==> src/rtl/axis_byte_packer.sv <==
`default_nettype none
// ============================================================================
//  Module      : axis_byte_packer
//  Description : AXI4-Stream 8-bit to (8*RATIO)-bit width converter. Packs
//                RATIO input bytes little-endian (first byte in lane 0) into
//                one output word. A flush pulse emits the pending partial
//                word, with m_axis_tkeep marking the valid lanes.
//  Ports       : aclk, areset (sync, active-high)
//                s_axis_tvalid/tready/tdata[7:0]   byte input
//                m_axis_tvalid/tready/tdata/tkeep  word output (registered)
//                flush                             emit partial word
//                stat_bytes/stat_words [31:0]      only with
//                                                  AXIS_PACKER_STATS_EN
//  Options     : `define AXIS_PACKER_STATS_EN to add the byte/word counters.
//  Revision    : 1.0 - initial release
// ============================================================================
module axis_byte_packer #(
    parameter int RATIO = 4
) (
    input  logic                 aclk,
    input  logic                 areset,
    input  logic                 s_axis_tvalid,
    output logic                 s_axis_tready,
    input  logic [7:0]           s_axis_tdata,
    output logic                 m_axis_tvalid,
    input  logic                 m_axis_tready,
    output logic [8*RATIO-1:0]   m_axis_tdata,
    output logic [RATIO-1:0]     m_axis_tkeep,
    input  logic                 flush
`ifdef AXIS_PACKER_STATS_EN
   ,output logic [31:0]          stat_bytes
   ,output logic [31:0]          stat_words
`endif
);

    localparam int CNT_W = (RATIO > 1) ? $clog2(RATIO) : 1;
    localparam logic [CNT_W-1:0] c_last = CNT_W'(RATIO - 1);

    logic [CNT_W-1:0]   r_cnt;
    logic [8*RATIO-1:0] r_acc;
    logic               r_flush_pend;
    logic               r_tvalid;
    logic [8*RATIO-1:0] r_tdata;
    logic [RATIO-1:0]   r_tkeep;

    logic               w_last;
    logic               w_in_xfer;
    logic               w_out_xfer;
    logic               w_out_free;
    logic               w_complete;
    logic               w_flush_set;
    logic               w_flush_load;
    logic [CNT_W-1:0]   w_cnt_after;
    logic [8*RATIO-1:0] w_acc_next;
    logic [RATIO-1:0]   w_part_keep;

    assign w_last     = (r_cnt == c_last);
    // The only stall besides reset/flush: the word about to complete has
    // nowhere to go because the output register is full and not draining.
    assign s_axis_tready = !areset && !r_flush_pend &&
                           !(w_last && r_tvalid && !m_axis_tready);
    assign w_in_xfer  = s_axis_tvalid && s_axis_tready;
    assign w_out_xfer = r_tvalid && m_axis_tready;
    assign w_out_free = !r_tvalid || m_axis_tready;
    assign w_complete = w_in_xfer && w_last;

    always_comb begin
        w_acc_next  = r_acc;
        w_part_keep = '0;
        for (int i = 0; i < RATIO; i++) begin
            if (w_in_xfer && (r_cnt == CNT_W'(i)))
                w_acc_next[8*i +: 8] = s_axis_tdata;
            w_part_keep[i] = (i < int'(r_cnt));
        end
    end

    // Counter value once this cycle's byte (if any) is accounted for; a
    // flush is only meaningful if that leaves bytes pending, which also
    // covers the case of a flush coinciding with a completing byte.
    assign w_cnt_after  = w_in_xfer ? (w_last ? '0 : r_cnt + CNT_W'(1)) : r_cnt;
    assign w_flush_set  = flush && !r_flush_pend && (w_cnt_after != '0);
    assign w_flush_load = r_flush_pend && w_out_free;

    always_ff @(posedge aclk) begin
        if (areset) begin
            r_cnt        <= '0;
            r_acc        <= '0;
            r_flush_pend <= 1'b0;
            r_tvalid     <= 1'b0;
            r_tdata      <= '0;
            r_tkeep      <= '0;
        end else begin
            // Completion only happens with the output free or draining
            // (guaranteed by the ready rule), and never during a pending
            // flush, so the two load sources are mutually exclusive.
            if (w_complete) begin
                r_tdata  <= w_acc_next;
                r_tkeep  <= '1;
                r_tvalid <= 1'b1;
            end else if (w_flush_load) begin
                r_tdata  <= r_acc;
                r_tkeep  <= w_part_keep;
                r_tvalid <= 1'b1;
            end else if (w_out_xfer) begin
                r_tvalid <= 1'b0;
            end

            // Accumulator is cleared after each word so unused lanes of a
            // later partial word read as zero.
            if (w_complete || w_flush_load) begin
                r_acc <= '0;
                r_cnt <= '0;
            end else begin
                r_acc <= w_acc_next;
                r_cnt <= w_cnt_after;
            end

            if (w_flush_load)
                r_flush_pend <= 1'b0;
            else if (w_flush_set)
                r_flush_pend <= 1'b1;
        end
    end

    assign m_axis_tvalid = r_tvalid;
    assign m_axis_tdata  = r_tdata;
    assign m_axis_tkeep  = r_tkeep;

`ifdef AXIS_PACKER_STATS_EN
    logic [31:0] r_stat_bytes;
    logic [31:0] r_stat_words;

    always_ff @(posedge aclk) begin
        if (areset) begin
            r_stat_bytes <= '0;
            r_stat_words <= '0;
        end else begin
            if (w_in_xfer)
                r_stat_bytes <= r_stat_bytes + 32'd1;
            if (w_out_xfer)
                r_stat_words <= r_stat_words + 32'd1;
        end
    end

    assign stat_bytes = r_stat_bytes;
    assign stat_words = r_stat_words;
`endif

endmodule
`default_nettype wire

==> config.mk <==
export PLATFORM = sky130hd
export DESIGN_NAME = axis_byte_packer
export DESIGN_NICKNAME = d
export VERILOG_FILES = /design/src/rtl/axis_byte_packer.sv
export SDC_FILE = /design/constraint.sdc
export NUM_CORES = 1
export LEC_CHECK = 0
export CORE_ASPECT_RATIO = 2
export CORE_MARGIN = 8
export CORE_UTILIZATION = 55
export CTS_CLUSTER_SIZE = 16
export DETAILED_ROUTE_END_ITERATION = 8
export DONT_BUFFER_PORTS = 1
export GPL_TIMING_DRIVEN = 0
export MAX_ROUTING_LAYER = met4
export PLACE_DENSITY = 0.73
export SLEW_MARGIN = 20
export SYNTH_ARGS = -nofsm -noshare
export SYNTH_HDL_FRONTEND = slang
export SYNTH_SLANG_ARGS = --single-unit
==> constraint.sdc <==
create_clock -name aclk -period 1.7 [get_ports aclk]
set_input_delay 0.34 -clock aclk [delete_from_list [all_inputs] [get_ports aclk]]
set_output_delay 0.34 -clock aclk [all_outputs]
set_load 0.005 [all_outputs]
# Word-level counts from Yosys, hierarchy flattened
# Index checks and enable logic that the tools add are counted.
[classes] n_lt_le_gt_ge=3 n_addsub=1 reduce_logical=26 eq_ne=3 n_mux=13
[ops] operator="2-to-1 mux 32 bit" n=2
[ops] operator="2-to-1 mux 8 bit" n=4
[ops] operator="logical AND 1 bit" n=13
[ops] operator="2-to-1 mux 4 bit" n=2
[ops] operator="zero test 1 bit" n=5
[ops] operator="equality test 2 bit, second input constant" n=2
[ops] operator="less-than comparator 1 x 2 -> 1 bit, first input constant" n=2
[ops] operator="2-to-1 mux 2 bit" n=2
[ops] operator="nonzero test 2 bit" n=2
[ops] operator="OR reduction 2 bit" n=2
[ops] operator="2-to-1 mux 1 bit" n=3
[ops] operator="nonzero test 3 bit" n=1
[ops] operator="adder 2 x 1 -> 2 bit, second input constant" n=1
[ops] operator="equality test 2 x 1 -> 1 bit, second input constant" n=1
[ops] operator="zero test 2 bit" n=1
[ops] operator="logical OR 1 bit" n=2
[ops] operator="less-than comparator 2 bit, first input constant" n=1
[totals] output_inout_bits=38 elab_cells=52 register_bits=72 inputBits=13

# Longest topological paths before layout
# Gate-level depths: netlist of the first run.
[depth] ltp_word=9 mapped_depth=7 depth_no_buf=5

# Least setup slack after synthesis of the first run
# Ideal clock, no wire load.
[synth_path] path_kind="reg2reg" from="register r_cnt[0]" to="register r_tdata[21] (netlist: m_axis_tdata[21])" path_buffers=2 stages_incl_launch_ff=8 slack_ps=51 period_less_slack_ps=1649 arrival_ps=1562 setup_time_ps=86 required_ps=1614 path_cell_list="dfxtp_1 ha_1 and4bb_2 and2_1 buf_2 buf_4 a21oi_1 a221oi_2"
[synth_between] elab_chain_cells=9 word_cells_on_any_way=12 cone_classes="2 x eq/ne; 2 x mux; 8 x reduce/logical"
[synth_lines] element="from (decl)" line_no="39" text="logic [CNT_W-1:0] r_cnt;"
[synth_lines] element="from (signal assigned)" line_no="115" text="r_cnt <= w_cnt_after;"
[synth_lines] element="equality test 2 bit" line_no="57" text="assign w_last = (r_cnt == c_last);"
[synth_lines] element="logical AND 1 bit (2 in a row)" line_no="61" text="!(w_last && r_tvalid && !m_axis_tready);"
[synth_lines] element="zero test 1 bit" line_no="61"
[synth_lines] element="logical AND 1 bit" line_no="60" text="assign s_axis_tready = !areset && !r_flush_pend &&"
[synth_lines] element="logical AND 1 bit" line_no="62" text="assign w_in_xfer = s_axis_tvalid && s_axis_tready;"
[synth_lines] element="logical AND 1 bit" line_no="71" text="if (w_in_xfer && (r_cnt == CNT_W'(i)))"
[synth_lines] element="2-to-1 mux 8 bit" line_no="71"
[synth_lines] element="2-to-1 mux 32 bit" line_no="96" text="if (w_complete) begin"
[synth_lines] element="to (signal assigned)" line_no="97" text="r_tdata <= w_acc_next;"
[synth_lines] element="to (signal assigned)" line_no="101" text="r_tdata <= r_acc;"
[synth_lines] element="to (decl)" line_no="43" text="logic [8*RATIO-1:0] r_tdata;"
# Parallel ways exist; a longest one is shown, timed or not.
# A chain may end at the register's enable or synchronous reset.

# Worst setup path after layout of the first run
[layout_path] from="register r_cnt[1]" to="register r_tdata[23] (netlist: m_axis_tdata[23])"
# Same word-level chain as after synthesis.

==> results of run 1 <==
==> worst max-delay path, stage by stage, from the launching register on <==
cell and delay (ps):
dfxtp_4 360, ha_4 170, and4bb_2 260, and2_1 160, buf_4 160, buf_4 190, a221oi_2 280
==> cells in the final DEF, fill, tap and decap left out, drive strengths merged <==
cell type | netlist | routed
a211oi | 1 | 1
a21o | 1 | 1
a21oi | 17 | 17
a221oi | 15 | 15
a31o | 1 | 1
a31oi | 1 | 1
and2 | 3 | 3
and4bb | 1 | 1
buf | 11 | 15
bufinv | 0 | 2
clkbuf | 6 | 18
clkinv | 0 | 2
clkinvlp | 0 | 2
dfxtp | 72 | 72
ha | 4 | 4
inv | 4 | 4
mux2 | 1 | 1
mux2i | 44 | 44
nand2 | 23 | 23
nand2b | 1 | 1
nand3 | 5 | 5
nand3b | 1 | 1
nand4 | 3 | 3
nor2 | 38 | 38
nor3 | 1 | 1
o21ai | 1 | 1
o22ai | 1 | 1
o2bb2ai | 16 | 16
o32ai | 1 | 1
==> cells by family (layout without fill, tap and decap cells) <==
logic type                 count (synthesis)  in the layout
AOI/OAI and AO/OA                         55             55
muxes                                     45             45
adders and majority gates                  4              4
DFF                                       72             72
buffers and inverters                     21             43
and+or+nand+nor                           76             76
==> area by class of cell <==
class	count	area, um^2	area share [%]
clock buffer	9	124	3.69
tap	58	72.6	2.16
multi-input combinational	180	1430	42.7
inverter	4	15.0	0.447
timing repair buffer	7	56.3	1.68
buffer	17	124	3.69
sequential	72	1450	43.1
clock inverter	6	85.1	2.53
==> flip-flops by register name (all words and copies together), names as in the netlist <==
register,count
r_flush_pend,1
m_axis_tdata,32
r_acc,32
r_cnt,2
m_axis_tvalid,1
m_axis_tkeep,4
==> path summary, 6_finish.rpt <==
kind | start | endpoint | slack, ps | cells after the start
worst min register to register | r_acc[10] | m_axis_tdata[10] | 470 | 2
worst max-delay path | r_cnt[1] | m_axis_tdata[23] | 30 | 6
worst min-delay path | s_axis_tdata[4] | r_acc[4] | 150 | 2
worst max register to register | r_cnt[1] | m_axis_tdata[23] | 30 | 6
==> metal layers <==
metal  wire length [um]  GRT usage [%]
met1               2590           18.4
met2               3770           31.0
met3                613           7.28
met4                263           12.1
met5                  0              -
==> power by group through the flow <==
stage | Clock, mW | Combinational, mW | Sequential, mW
floorplan | 0 | 0.147 | 1.76
global placement | 0 | 0.186 | 1.77
detailed placement | 0 | 0.188 | 1.77
CTS | 1.46 | 0.195 | 1.73
global route | 1.53 | 0.232 | 1.73
finish | 1.44 | 0.210 | 1.73
==> through the flow <==
step | TNS [ps] | setup WS, ps | total power [mW] | hold WS, ps
after floorplan | 0 | 51.3 | 1.91 | 449
after global placement | -7940 | -212 | 1.95 | 451
after detailed placement | -8870 | -249 | 1.96 | 461
after CTS | 0 | 7.65 | 3.38 | 132
after global routing | -70.3 | -51.6 | 3.49 | 139
final | 0 | 33.4 | 3.38 | 146
==> what timing repair did <==
action / 4_1_cts / 5_1_grt
gates cloned: 0 / 0
buffers inserted: 1 / 6
resized for setup: 17 / 20
setup endpoints to repair: 64 / 53
pin swaps: 1 / 3
==> flow_summary.toml, run 1 <==
[status]
status = "completed"

[sta]
hold_viol_final = 0
worst_pin_slew_ps = 711
finalCritPeriodShare_pct = 98.0
rsz0062_at_grt = "true"
skew_ps = 9.57
setup-violations-final = 0
fmax_mhz = 600
final_max_slew_viol_count = 0
min_period_ps = 1670
max-slew-margin-rel_pct = 52.6

[worst_setup_path]
cp-end-kind = "flip-flop"
crit_required_ps = 1960
critPathKind = "flip-flop to flip-flop"
crit_fanout = 10
setup.worst_path.start_class = "flip-flop"
arrival_ps = 1920

[floorplan]
core_area_mm2 = 0.00509
dieArea_mm2 = 0.00799
die_x_um = 67.3
rows = 37
die_height_um = 119
start_util_pct = 56.9
ios = 51

[grt]
antenna_found_initial = 0
grt_first_pass_wirelength_mm = 11.1
grt_max_degree = 13
track_usage_pct = 19.3
grt_remaining_overflow = 0
grt_pass1_vias = 2207

[logic_synthesis]
synthSimpleGateAreaFrac_pct = 12.0
yosysTopAreaCellShare_pct = 49.8
synth_compound_area_share_pct = 17.4
synth_nets = 290
ys_async_sr_fraction_pct = 0
synthTopCellsByCount = "dfxtp_1, mux2i_1, nor2_1"
synth_edf_count = 0
postSynthCellCount = 273
yosys_warnings = 0
synthTopCellsByArea = "dfxtp_1, mux2i_1, a221oi_2"
synth_largest_area_cell = "dfxtp_1"
synth_top_family_by_area = "compound AO/OA/AOI/OAI gates"
ys_types = 30
synth_area_mm2 = 0.00290
yosysMostFrequentCell = "dfxtp_1"
synth_ff_type = "dfxtp_1"
synthMuxAreaShare_pct = 15.6
yosysSeqAreaShare_pct = 49.8
ys_seq_elements = 72
synth-adder-area-share_pct = 1.73
syn_area_per_cell_um2 = 10.6
synth_xor_area_share_pct = 0

[finish]
nets = 308
fillers = 423
num_antenna_cells = 0
syn2layout_area_growth_pct = 15.9
drive_above_1_share_pct = 23.7
final_cells = 353
fin_area_mm2 = 0.00336
utilization_pct = 65.9

[clocking]
clock-root-buffer = "clkbuf_8"
cts_tree = "built"
clk_latency_ps = 350
clk_pin_slew_ps = 70
htreeDepth = 3
cts_inserted_buffers = 9
cts_sinks = 72
clock_path_buffers = 2
hold_buffers = 0

[pwr]
vdd_drop_max_mv = 0.927
pwr-share-comb_pct = 6.2
powerDensity_mw_per_mm2 = 1010
p_leak_nw = 1.42
p_int_mw = 2.60
p_seq_share_pct = 51.2
swShare_pct = 23.0
power_switching_uw = 778
p_clk_share_pct = 42.6

[placed_design]
placed_area_mm2 = 0.00297
dp.cells = 331
globalplace.congestion = 0.768
dp_hpwl_mm = 5.07
io_buffers = 0

[routing]
via_per_inst = 6.05
num_vias = 2134
antenna_left = 0
wl_per_cell_um = 20.5
remaining_drc_errors = 0
initialDrtViolationCount = 161
wl_mm = 7.24
firstDrtPassIters = 4

[job]
cap_violations = 0

[min_path]
hold_class = "input pin to flip-flop"
Note: power is estimated with default switching activity, not from simulation.
==> run 2, diff against run 1 <==
- ABC_AREA: default -> 1
==> run 2 against run 1 <==
Routed wire length increased by 11%. Largest power group unchanged. Clock power increased by 27%. Setup slack better by 47 ps. First-iteration DRC count is 11% higher. Die area grew 6.3%. Critical path depth decreased by 3. Largest cell class unchanged. Critical endpoint is now s_axis_tready. Final cell count grew 44%. Clock-buffer cell count is 3 higher.
==> flow_summary.toml, run 2 <==
[status]
status = "completed"

[worst_setup_path]
cp_slowest_cell = "dfxtp_2"
critical_path.max_stage_delay_ps = 380
cp-end-kind = "output port"
critPathKind = "flip-flop to output port"
path_cells = "ha_4 > nand3_2 > and2_1"
reg2reg_slack_ps = 110
arrival_ps = 1280
timing.rr.end = "r_acc[23]"
crit_required_ps = 1360
rr_startpoint = "r_flush_pend"
crit_fanout = 6
setup.worst_path.start_class = "flip-flop"
worst-r2r-cell-count = 8

[floorplan]
rows = 39
die_height_um = 123
dieArea_mm2 = 0.00849
core_area_mm2 = 0.00561
start_util_pct = 55.6
die_x_um = 69.3
ios = 51

[job]
cap_violations = 0

[logic_synthesis]
synth_area_mm2 = 0.00312
synthTopCellsByArea = "dfxtp_1, nand2_1, inv_1"
syn_area_per_cell_um2 = 7.21
synth-adder-area-share_pct = 1.60
synth_xor_area_share_pct = 0
yosysSeqAreaShare_pct = 46.2
ys_async_sr_fraction_pct = 0
ys_seq_elements = 72
synth_nets = 450
yosysTopAreaCellShare_pct = 46.2
synth_top_family_by_area = "simple AND/OR/NAND/NOR gates"
postSynthCellCount = 433
synth_largest_area_cell = "dfxtp_1"
yosys_warnings = 0
synthSimpleGateAreaFrac_pct = 29.3
synth_edf_count = 0
synthMuxAreaShare_pct = 0
synth_compound_area_share_pct = 11.8
ys_types = 24
synthTopCellsByCount = "nand2_1, dfxtp_1, inv_1"
synth_ff_type = "dfxtp_1"
yosysMostFrequentCell = "nand2_1"

[finish]
fillers = 488
num_antenna_cells = 0
syn2layout_area_growth_pct = 12.7
drive_above_1_share_pct = 11.2
mostFrequentLayoutCells = "nand2_1, dfxtp_1, inv_1, o21ai_0, nand3_1"
final_common_cell = "nand2_1"
fin_area_mm2 = 0.00352
final_cells = 508
nets = 460

[grt]
grt_first_pass_wirelength_mm = 13.3
grt_max_degree = 12
antenna_found_initial = 0
track_usage_pct = 20.1
grt_pass1_vias = 2797
grt_remaining_overflow = 0

[sta]
finalCritPeriodShare_pct = 95.3
hold_viol_final = 0
setup-violations-final = 0
max-slew-margin-rel_pct = 69.9
rsz0062_at_grt = "true"
finalWorstSetupSlack_ps = 80.2
min_period_ps = 1620
fmax_mhz = 617
worst_pin_slew_ps = 452
final_max_slew_viol_count = 0
whs_ps = 119
skew_ps = 8.48

[routing]
wl_per_cell_um = 15.8
via_per_inst = 5.39
remaining_drc_errors = 0
antenna_left = 0
firstDrtPassIters = 4
num_vias = 2738
initialDrtViolationCount = 178
wl_mm = 8.01

[clocking]
clk_latency_ps = 340
clock-root-buffer = "clkbuf_16"
cts_inserted_buffers = 9
clock_path_buffers = 2
cts_sinks = 72
htreeDepth = 3
cts_tree = "built"
clk_pin_slew_ps = 50
hold_buffers = 0

[pwr]
p_leak_nw = 1.57
vdd_drop_max_mv = 1.23
powerDensity_mw_per_mm2 = 1160
total_power_mw = 4.09

[placed_design]
dp_hpwl_mm = 5.76
dp.cells = 494
globalplace.congestion = 0.856
place_ws_ps = -60.7
placed_area_mm2 = 0.00320
io_buffers = 0

[min_path]
hold_path_depth = 1
hold_start = "areset"
holdPathEnd = "m_axis_tvalid"
hold_class = "input pin to flip-flop"
-- run 2: cell count changes in the layout (fill, tap and decap cells not counted), moves of 12 or more --
cell       before  now
nand2_1        21  136
inv_1           3   52
mux2i_1        43    0
o21ai_0         0   40
nand3_1         4   26
o2bb2ai_1      16    0
a221oi_2       15    0
nor2_1         37   24
a21oi_1        13   25
-- run 2: worst max-delay path by stage --
stage | slack (ps) | start | cells past startpoint | to
after detailed placement | -60 | r_cnt[1] | 8 | m_axis_tdata[0]
final | 80 | r_cnt[1] | 3 | s_axis_tready
after CTS | 10 | r_cnt[1] | 8 | m_axis_tdata[0]
after global placement | -20 | r_cnt[1] | 8 | m_axis_tdata[0]
after floorplan | 300 | r_cnt[0] | 7 | m_axis_tdata[1]
after global routing | 3 | r_flush_pend | 8 | r_acc[21]
-- run 2: per-layer routing --
layer	GRT usage, %	part of all wire (%)	up-vias
li1	-	-	1374
met4	11.1	2.5	0
met2	34.3	51	91
met3	5.18	7.5	15
met5	-	0	-
met1	20.5	39	1258
-- run 2: cell type report --
| class | instances | area [um^2] | area share, % |
|---|---|---|---|
| Tap cell | 61 | 76.3 | 2.17 |
| Multi-Input combinational cell | 286 | 1360 | 38.8 |
| Clock buffer | 12 | 246 | 7.01 |
| Sequential cell | 72 | 1440 | 41.0 |
| Buffer | 19 | 139 | 3.95 |
| Clock inverter | 3 | 42.5 | 1.21 |
| Inverter | 55 | 206 | 5.87 |
-- run 2: power breakdown --
part / switching (mW) / internal [mW]
clock: 0.670 / 1.16
combinational: 0.278 / 0.127
sequential: 0.0709 / 1.78
-- run 2: logic make-up after synthesis --
kind of cell,Yosys count
buf+inv,75
simple gates,209
flops,72
fa+ha+maj,4
compound gates,73
-- run 2: worst max-delay path, delay by kind of cell, from the launching register on --
| family | cells | cell delay, ps |
|---|---|---|
| adders and majority gates | 1 | 180 |
| and+or+nand+nor | 2 | 390 |
| DFF | 1 | 380 |
-- run 2: what timing repair did --
action / in CTS / in global routing
gates cloned: 0 / 0
buffers inserted: 0 / 0
gates resized for setup: 4 / 7
endpoints found under the setup margin: 31 / 42
-- run 2: metrics by stage --
step / setup TNS (ps) / utilization (%)
after floorplan: 0 / -
after global placement: -21.0 / 57.0
after detailed placement: -544 / 57.0
after CTS: 0 / 62.5
after global routing: 0 / 62.7
final: 0 / 62.7
